## src/rtl/bus_sched_pkg.sv

```systemverilog
// Shared types and constants for the quota-based bus scheduler.
package bus_sched_pkg;

  typedef enum logic {IDLE = 1'b0, BUSY = 1'b1} state_t;

  localparam int DEF_NUM_MST = 7;
  localparam int DEF_CNT_W   = 7;
  localparam int DEF_WINDOW  = 100;
  localparam int DEF_IDX_W   = 3;

  // OR of the indices of set bits; exact for one-hot input, 0 for zero input.
  function automatic logic [DEF_IDX_W-1:0] oh2idx(input logic [DEF_NUM_MST-1:0] oh);
    logic [DEF_IDX_W-1:0] idx;
    idx = '0;
    for (int i = 0; i < DEF_NUM_MST; i++)
      if (oh[i]) idx = idx | DEF_IDX_W'(i);
    return idx;
  endfunction

endpackage

```

## src/rtl/bus_quota_scheduler_prio_pick.sv

```systemverilog
// Combinational lowest-index picker: isolates the lowest set bit of req.
module prio_pick #(
  parameter int N = 7
) (
  input  logic [N-1:0] req,
  output logic [N-1:0] pick,
  output logic         any
);

  assign pick = req & (~req + N'(1));
  assign any  = |req;

endmodule

```

## src/rtl/bus_quota_scheduler.sv

```systemverilog
// Quota/window bus scheduler for NUM_MST masters with a transaction watchdog.
module bus_quota_scheduler #(
  parameter int NUM_MST = bus_sched_pkg::DEF_NUM_MST,
  parameter int CNT_W   = bus_sched_pkg::DEF_CNT_W,
  parameter int WINDOW  = bus_sched_pkg::DEF_WINDOW,
  parameter int TO_CYC  = 64,
  parameter int IDX_W   = bus_sched_pkg::DEF_IDX_W
) (
  input  logic                     sysClk,
  input  logic                     Breset,
  input  logic [NUM_MST-1:0]       need,
  input  logic [NUM_MST*CNT_W-1:0] quota_cfg,
  input  logic                     tdone,
  output logic [NUM_MST-1:0]       ack,
  output logic [IDX_W-1:0]         gnt_id,
  output logic                     busy,
  output logic                     timeout_err,
  output logic                     win_wrap,
  output logic [NUM_MST*CNT_W-1:0] usage
);
  import bus_sched_pkg::*;

  localparam int WIN_W = $clog2(WINDOW);
  localparam int WD_W  = $clog2(TO_CYC);

  state_t                          state_q, state_d;
  logic [NUM_MST-1:0]              ack_q, ack_d;
  logic [IDX_W-1:0]                gnt_q, gnt_d;
  logic [NUM_MST-1:0][CNT_W-1:0]   usage_q, usage_d;
  logic [WIN_W-1:0]                win_q, win_d;
  logic [WD_W-1:0]                 wd_q, wd_d;
  logic                            to_q, to_d;
  logic                            wrap_q, wrap_d;

  logic [NUM_MST-1:0] elig, elig_oh, req_oh, grant_oh;
  logic               elig_any, req_any, done;

  always_comb begin
    elig = '0;
    for (int i = 0; i < NUM_MST; i++)
      elig[i] = need[i] & (usage_q[i] < quota_cfg[i*CNT_W +: CNT_W]);
  end

  prio_pick #(.N(NUM_MST)) u_pick_elig (.req(elig), .pick(elig_oh), .any(elig_any));
  prio_pick #(.N(NUM_MST)) u_pick_req  (.req(need), .pick(req_oh),  .any(req_any));

  // Best-effort fallback keeps the bus busy when every requester is over quota.
  assign grant_oh = elig_any ? elig_oh : req_oh;

  always_comb begin
    state_d = state_q;
    ack_d   = ack_q;
    gnt_d   = gnt_q;
    usage_d = usage_q;
    win_d   = win_q;
    wd_d    = wd_q;
    to_d    = 1'b0;
    wrap_d  = 1'b0;
    done    = 1'b0;
    case (state_q)
      IDLE: begin
        if (req_any) begin
          ack_d   = grant_oh;
          gnt_d   = oh2idx(grant_oh);
          wd_d    = '0;
          state_d = BUSY;
        end
      end
      BUSY: begin
        // tdone has priority over a simultaneous watchdog expiry.
        if (tdone) begin
          done = 1'b1;
        end else if (wd_q == WD_W'(TO_CYC-1)) begin
          done = 1'b1;
          to_d = 1'b1;
        end else begin
          wd_d = wd_q + WD_W'(1);
        end
      end
      default: state_d = IDLE;
    endcase
    if (done) begin
      state_d = IDLE;
      ack_d   = '0;
      if (win_q == WIN_W'(WINDOW-1)) begin
        usage_d = '0;
        win_d   = '0;
        wrap_d  = 1'b1;
      end else begin
        win_d = win_q + WIN_W'(1);
        for (int i = 0; i < NUM_MST; i++)
          if (ack_q[i] && usage_q[i] != {CNT_W{1'b1}})
            usage_d[i] = usage_q[i] + CNT_W'(1);
      end
    end
  end

  always_ff @(posedge sysClk or negedge Breset) begin
    if (!Breset) begin
      state_q <= IDLE;
      ack_q   <= '0;
      gnt_q   <= '0;
      usage_q <= '0;
      win_q   <= '0;
      wd_q    <= '0;
      to_q    <= 1'b0;
      wrap_q  <= 1'b0;
    end else begin
      state_q <= state_d;
      ack_q   <= ack_d;
      gnt_q   <= gnt_d;
      usage_q <= usage_d;
      win_q   <= win_d;
      wd_q    <= wd_d;
      to_q    <= to_d;
      wrap_q  <= wrap_d;
    end
  end

  assign ack         = ack_q;
  assign gnt_id      = gnt_q;
  assign busy        = (state_q == BUSY);
  assign timeout_err = to_q;
  assign win_wrap    = wrap_q;
  assign usage       = usage_q;

endmodule
```

## config.mk

```make
export PLATFORM = sky130hd
export DESIGN_NAME = bus_quota_scheduler
export DESIGN_NICKNAME = d
export VERILOG_FILES = /design/src/rtl/bus_sched_pkg.sv /design/src/rtl/bus_quota_scheduler_prio_pick.sv /design/src/rtl/bus_quota_scheduler.sv
export SDC_FILE = /design/constraint.sdc
export NUM_CORES = 1
export LEC_CHECK = 0
export CAP_MARGIN = 20
export CORE_UTILIZATION = 54
export CTS_BUF_LIST = sky130_fd_sc_hd__clkbuf_16
export DETAILED_ROUTE_END_ITERATION = 10
export PLACE_DENSITY = 0.94
export REMOVE_ABC_BUFFERS = 1
export SLEW_MARGIN = 15
export SYNTH_ARGS = -nofsm -noshare
export SYNTH_HDL_FRONTEND = slang
export SYNTH_SLANG_ARGS = --single-unit
```

## constraint.sdc

```tcl
create_clock -name sysClk -period 4.5 [get_ports sysClk]
set_input_delay 0.45 -clock sysClk [delete_from_list [all_inputs] [get_ports sysClk]]
set_output_delay 0.45 -clock sysClk [all_outputs]
set_load 0.02 [all_outputs]
```

Yosys cells after proc, flatten, opt, wreduce, memory -nomap -nowiden
Cells that the tools add are included.
Widths: inputs -> output; s select.
{"block": "totals", "output_inout_bits": 62, "register_bits": 75, "in_bits": 59, "mem_count": 0, "latch_bits": 0, "mem_bits_ro": 0, "word_cells": 117, "mem_bits_rw": 0}
{"block": "op_classes", "mul": 0, "shifts": 0, "mux": 33, "n_bitwise": 12, "n_reduce_logical": 27, "n_addsub": 11, "eq_ne": 13, "order_cmp": 7, "div_mod_pow": 0}
{"op": "$mux 7", "count": 12}
{"op": "$add 7x1->7 const B", "count": 10}
{"op": "$lt 7x7->1", "count": 7}
{"op": "$mux 49", "count": 1}
{"op": "$ne 7x7->1 const B", "count": 7}
{"op": "$mux 6", "count": 3}
{"op": "$reduce_and 2->1", "count": 9}
{"op": "$reduce_bool 2->1", "count": 8}
{"op": "$and 7x7->7", "count": 2}
{"op": "$not 7->7", "count": 2}
{"op": "$reduce_or 7->1", "count": 2}
{"op": "$pmux 6 s2", "count": 1}
{"op": "$mux 1", "count": 11}
{"op": "$mux 3", "count": 3}
{"op": "$and 1x1->1", "count": 7}
{"op": "$eq 7x7->1 const B", "count": 1}
{"op": "$logic_and 1x1->1", "count": 7}
{"op": "$add 6x1->6 const B", "count": 1}
{"op": "$eq 6x6->1 const B", "count": 1}
{"op": "$ne 2x2->1 const B", "count": 3}
{"op": "$mux 2", "count": 2}
{"op": "$reduce_and 3->1", "count": 1}
{"op": "$ne 2x1->1 const B", "count": 1}
{"op": "$not 1->1", "count": 1}

Longest topological paths before layout
{"block": "logic_depth", "ltp_word": 12, "ltp_mapped": 9, "ltp_nobuf": 8}

Modules after synthesis
Synthesis repeated with hierarchy kept, for this count alone.
{"block": "hier_totals", "cells_unflattened": 583, "hier_area_um2": 5087.4}
{"mod": "bus_quota_scheduler", "instances": 1, "area_each_um2": 4937.2, "cells_per_inst": 563, "seq_area_each_um2": 1876.8}
{"mod": "prio_pick", "instances": 2, "area_each_um2": 75.1, "cells_per_inst": 10, "seq_area_each_um2": 0.0}

Least setup slack after synthesis
OpenSTA, ideal clock, no wires.
{"block": "synth_path", "path_type": "register to register", "from": "register usage_q, in the netlist usage[19]", "to": "register gnt_q[1] (netlist: gnt_id[1])", "t_arrival_ns": 2.029, "period_less_slack_ns": 2.162, "path_slack_ns": 2.338, "required_time_ns": 4.367, "stages_incl_launch_ff": 9, "n_path_buf": 1, "path_cell_list": "dfrtp_1 ha_1 a21o_1 a221o_1 a31o_2 and4_1 buf_6 a41oi_2 nand4_1"}
{"block": "synth_via", "elab_chain_len": 11}
{"item": "from (decl)", "line": "bus_quota_scheduler.sv:29", "source": "logic [NUM_MST-1:0][CNT_W-1:0] usage_q, usage_d;"}
{"item": "from (signal assigned)", "line": "bus_quota_scheduler.sv:112", "source": "usage_q <= usage_d;"}
{"item": "$lt 7x7->1 (*)", "line": "bus_quota_scheduler.sv:41", "source": "elig[i] = need[i] & (usage_q[i] < quota_cfg[i*CNT_W +: CNT_W]);"}
{"item": "$and 1x1->1 (*)", "line": "bus_quota_scheduler.sv:41"}
{"item": "$not 7->7", "line": "bus_quota_scheduler_prio_pick.sv:10", "source": "assign pick = req & (~req + N'(1));"}
{"item": "$add 7x1->7", "line": "bus_quota_scheduler_prio_pick.sv:10"}
{"item": "$and 7x7->7", "line": "bus_quota_scheduler_prio_pick.sv:10"}
{"item": "$mux 7 (*)", "line": "bus_quota_scheduler.sv:48", "source": "assign grant_oh = elig_any ? elig_oh : req_oh;"}
{"item": "$mux 2 (2 in series)", "line": "bus_sched_pkg.sv:16", "source": "if (oh[i]) idx = idx | DEF_IDX_W'(i);"}
{"item": "$mux 3 (2 in series)", "line": "bus_sched_pkg.sv:16"}
{"item": "$mux 3 (*)", "line": "bus_sched_pkg.sv:16"}
{"item": "to (signal assigned)", "line": "bus_quota_scheduler.sv:111", "source": "gnt_q <= gnt_d;"}
{"item": "to (decl)", "line": "bus_quota_scheduler.sv:28", "source": "logic [IDX_W-1:0] gnt_q, gnt_d;"}
Every way passes the cells marked *; elsewhere a longest branch is shown, timed or not.
A chain may end at the register's enable or synchronous reset.

Final worst setup path
{"block": "layout_path", "from": "register win_q[0]", "to": "register usage_q, in the netlist usage[18]"}
{"block": "layout_via", "elab_chain_len": 3}
{"item": "from (decl)", "line": "bus_quota_scheduler.sv:30", "source": "logic [WIN_W-1:0] win_q, win_d;"}
{"item": "from (signal assigned)", "line": "bus_quota_scheduler.sv:113", "source": "win_q <= win_d;"}
{"item": "$eq 7x7->1 (*)", "line": "bus_quota_scheduler.sv:85", "source": "if (win_q == WIN_W'(WINDOW-1)) begin"}
{"item": "$reduce_bool 2->1 (no source line)"}
{"item": "$reduce_and 2->1 (no source line)"}
Marks and branches as above.

==> impl_metrics.tcl <==
set metrics [dict create \
    maxSlewHeadroom_pct 37.9 \
    area_delta_synth_final_pct 33.4 \
    leakage_nw 3.16 \
    cp_num_buf_inv 1 \
    multi_input_area_sq_um 2620 \
    n_fill_cell 576 \
    start_util_pct 55.4 \
    rsz0062_at_grt "false" \
    synth_edf_count 0 \
    worstReg2RegEnd "usage[18]" \
    clk_pin_slew_ns 0.06 \
    clockRootBuffer "clkbuf_16" \
    htreeDepth 3 \
    seqCellArea_sq_um 1880 \
    setup_viol 0 \
    ir_worst_vdd_v 0.000220 \
    worstMarginPinSlew_ns 0.931 \
    dr.pass1.iters 5 \
    antenna_found_initial 0 \
    r2r-start "win_q[0]" \
    n_antenna_cell 0 \
    wl_per_cell_microns 17.6 \
    rows 34 \
    crit_chain "ha_1, nand4b_1, nor3_2, and3_1, buf_4, nor2_1" \
    gp_congestion 0.878 \
    ys_seq_elements 75 \
    syn_inst 525 \
    die_x_microns 96.4 \
    cts_tree "built" \
    fin_cells 754 \
    powerDensity_nw_per_um2 427 \
    postCtsSetupBuffers 0 \
    hold_viol 0 \
    clock_skew_ns 0.00539 \
    hp-class "input port to async pin" \
    tns_ns 0 \
    clock.fmax_ghz 0.357 \
    maxSlewViolCount 0 \
    yosys_warnings 0 \
    die_h_microns 96.4 \
    yosys.area.top_type_share_pct 39.0 \
    synth_top_area_cell "dfrtp_1" \
    worstSetupEndpointType "flip-flop" \
    grt_overflow_total 0 \
    cts_made_buffers 9 \
    netlist_area_sq_um 4810 \
    period_share_pct 62.3 \
    placedCellCount 739 \
    die-area_sq_um 9290 \
    async_flop_share_pct 100 \
    critPathArrivalTime_ns 3.00 \
    cts_hold_buf 0 \
    r2r_slack_ns 1.70 \
    ant_nets 0 \
    core_area_sq_um 8680 \
    start_kind "flip-flop" \
    cap_violations 0 \
    avgSynthCellArea_sq_um 9.16 \
    whs_ns 0.243 \
    cts.path.max_buffers 2 \
    cpLargestDelayFamily "simple AND/OR/NAND/NOR gates" \
    yosysSeqAreaShare_pct 39.0 \
    cp_slowest_cell "nor3_2" \
    viasPerCell 5.99 \
    io_buffers 120 \
    synth_ff_type "dfrtp_1" \
    drive_above_1_share_pct 4.18 \
    grt_start_max_net_pins 76 \
    path_class "flip-flop to flip-flop" \
    required_ns 4.70 \
    cts_resized 0 \
    finalNetCount 752 \
    cp_max_fo 31 \
    grt_pass1_vias 4520 \
    clk_latency_ns 0.33 \
    grt_pass1_wl_mm 21.3 \
    drt_wl_total_mm 13.2 \
    reg2regPathDepth 6 \
    critPathMaxStageDelay_ns 0.68 \
    fin_crit_ns 2.80 \
    ios 121 \
    drc 0 \
    ys_types 52 \
    grtUsageTotal_pct 30.5 \
    status "finished, final reports clean" \
    dp.final_hpwl_mm 9.16 \
    synth.area.top_cells "dfrtp_1 (39%), ha_1 (13%), inv_1 (4.6%), xor2_1 (4.4%), nand2_1 (4.1%)" \
    vias 4516 \
    drtIter0Drc 365 \
    clkSinkCount 75 \
]
## sequential cells by signal, indices dropped and copies added (netlist names)
| name | count |
|---|---|
| usage | 49 |
| win_wrap | 1 |
| busy | 1 |
| ack | 7 |
| timeout_err | 1 |
| win_q | 7 |
| gnt_id | 3 |
| wd_q | 6 |
## routing by layer
layer  wire [microns]  vias up  GRT usage, %
met1             5230     2179          35.6
met3              930       40          6.65
li1                 -     2093             -
met2             6720      204          53.9
met4              371        0          13.1
met5                0        -             0
## synth_stat cells, types with 3 or more instances
master and number:
a21o_1 11, a21oi_1 22, a31oi_1 5, a32o_1 6, a41oi_1 10, and3_1 23, and4_1 3, buf_2 9
buf_6 3, clkbuf_1 3, dfrtp_1 75, ha_1 51, inv_1 59, nand2_1 53, nand2b_1 8, nand3_1 9
nand4_1 18, nor2_1 43, nor2b_1 3, nor3_1 7, nor4b_1 3, o21ai_0 23, or3_1 10, xnor2_1 9
xor2_1 24
## kinds of logic (layout without fill, tap and decap cells)
kind of cell	count (synthesis)	after routing	share of synthesized area, %
muxes	2	2	0.468
DFF	75	75	39.0
buffers and inverters	74	195	6.48
xor gates and xnor gates	33	33	6.01
and+or+nand+nor	194	194	20.8
AOI/OAI and AO/OA	96	96	13.9
adders and majority gates	51	51	13.3
## report_power, final
group / switching, W / leakage (nW) / total [W] / internal [W]
Clock: 0.000275 / 0.173 / 0.000866 / 0.000592
Combinational: 0.000467 / 1.98 / 0.000880 / 0.000413
Sequential: 0.000194 / 1.00 / 0.000995 / 0.000802
Total: 0.000936 / 3.16 / 0.00274 / 0.00181
## layout by cell type (no fill, tap or decap), drive strengths merged, types with 8 or more instances in the layout
| master | netlist | routed |
|---|---|---|
| a21o | 11 | 11 |
| a21oi | 23 | 23 |
| a41oi | 11 | 11 |
| and3 | 24 | 24 |
| clkbuf | 3 | 9 |
| clkdlybuf4s50 | 0 | 119 |
| dfrtp | 75 | 75 |
| ha | 51 | 51 |
| inv | 59 | 59 |
| nand2 | 53 | 53 |
| nand2b | 8 | 8 |
| nand3 | 9 | 9 |
| nand4 | 20 | 20 |
| nor2 | 43 | 43 |
| nor3 | 8 | 8 |
| o21ai | 25 | 25 |
| or3 | 10 | 10 |
| xnor2 | 9 | 9 |
| xor2 | 24 | 24 |
## layout make-up
cell class | count | area share, %
Multi-Input combinational cell | 376 | 40.9
Clock inverter | 6 | 2.01
Clock buffer | 9 | 3.51
Timing Repair Buffer | 121 | 18.8
Sequential cell | 75 | 29.3
Tap cell | 108 | 2.11
Inverter | 59 | 3.45
## worst max-delay path by stage
stage,startpoint,cells after the start,to
CTS,win_q[0],6,usage[18]
detailed placement,quota_cfg[19],9,gnt_id[0]
floorplan,win_q[0],6,usage[36]
global route,win_q[0],6,usage[18]
finish,win_q[0],6,usage[18]
global placement,quota_cfg[33],9,gnt_id[1]
## stage by stage
stage / cell area [sq um] / total power, W / utilization, % / worst slack, ns
floorplan: 4720 / 0.00144 / - / 2.23
global placement: 6060 / 0.00179 / 69.8 / 1.81
detailed placement: 6060 / 0.00185 / 69.8 / 1.75
CTS: 6410 / 0.00273 / 73.9 / 1.73
global route: 6410 / 0.00288 / 73.9 / 1.50
finish: 6410 / 0.00274 / 73.9 / 1.70
(Power assumes the default switching activity.)
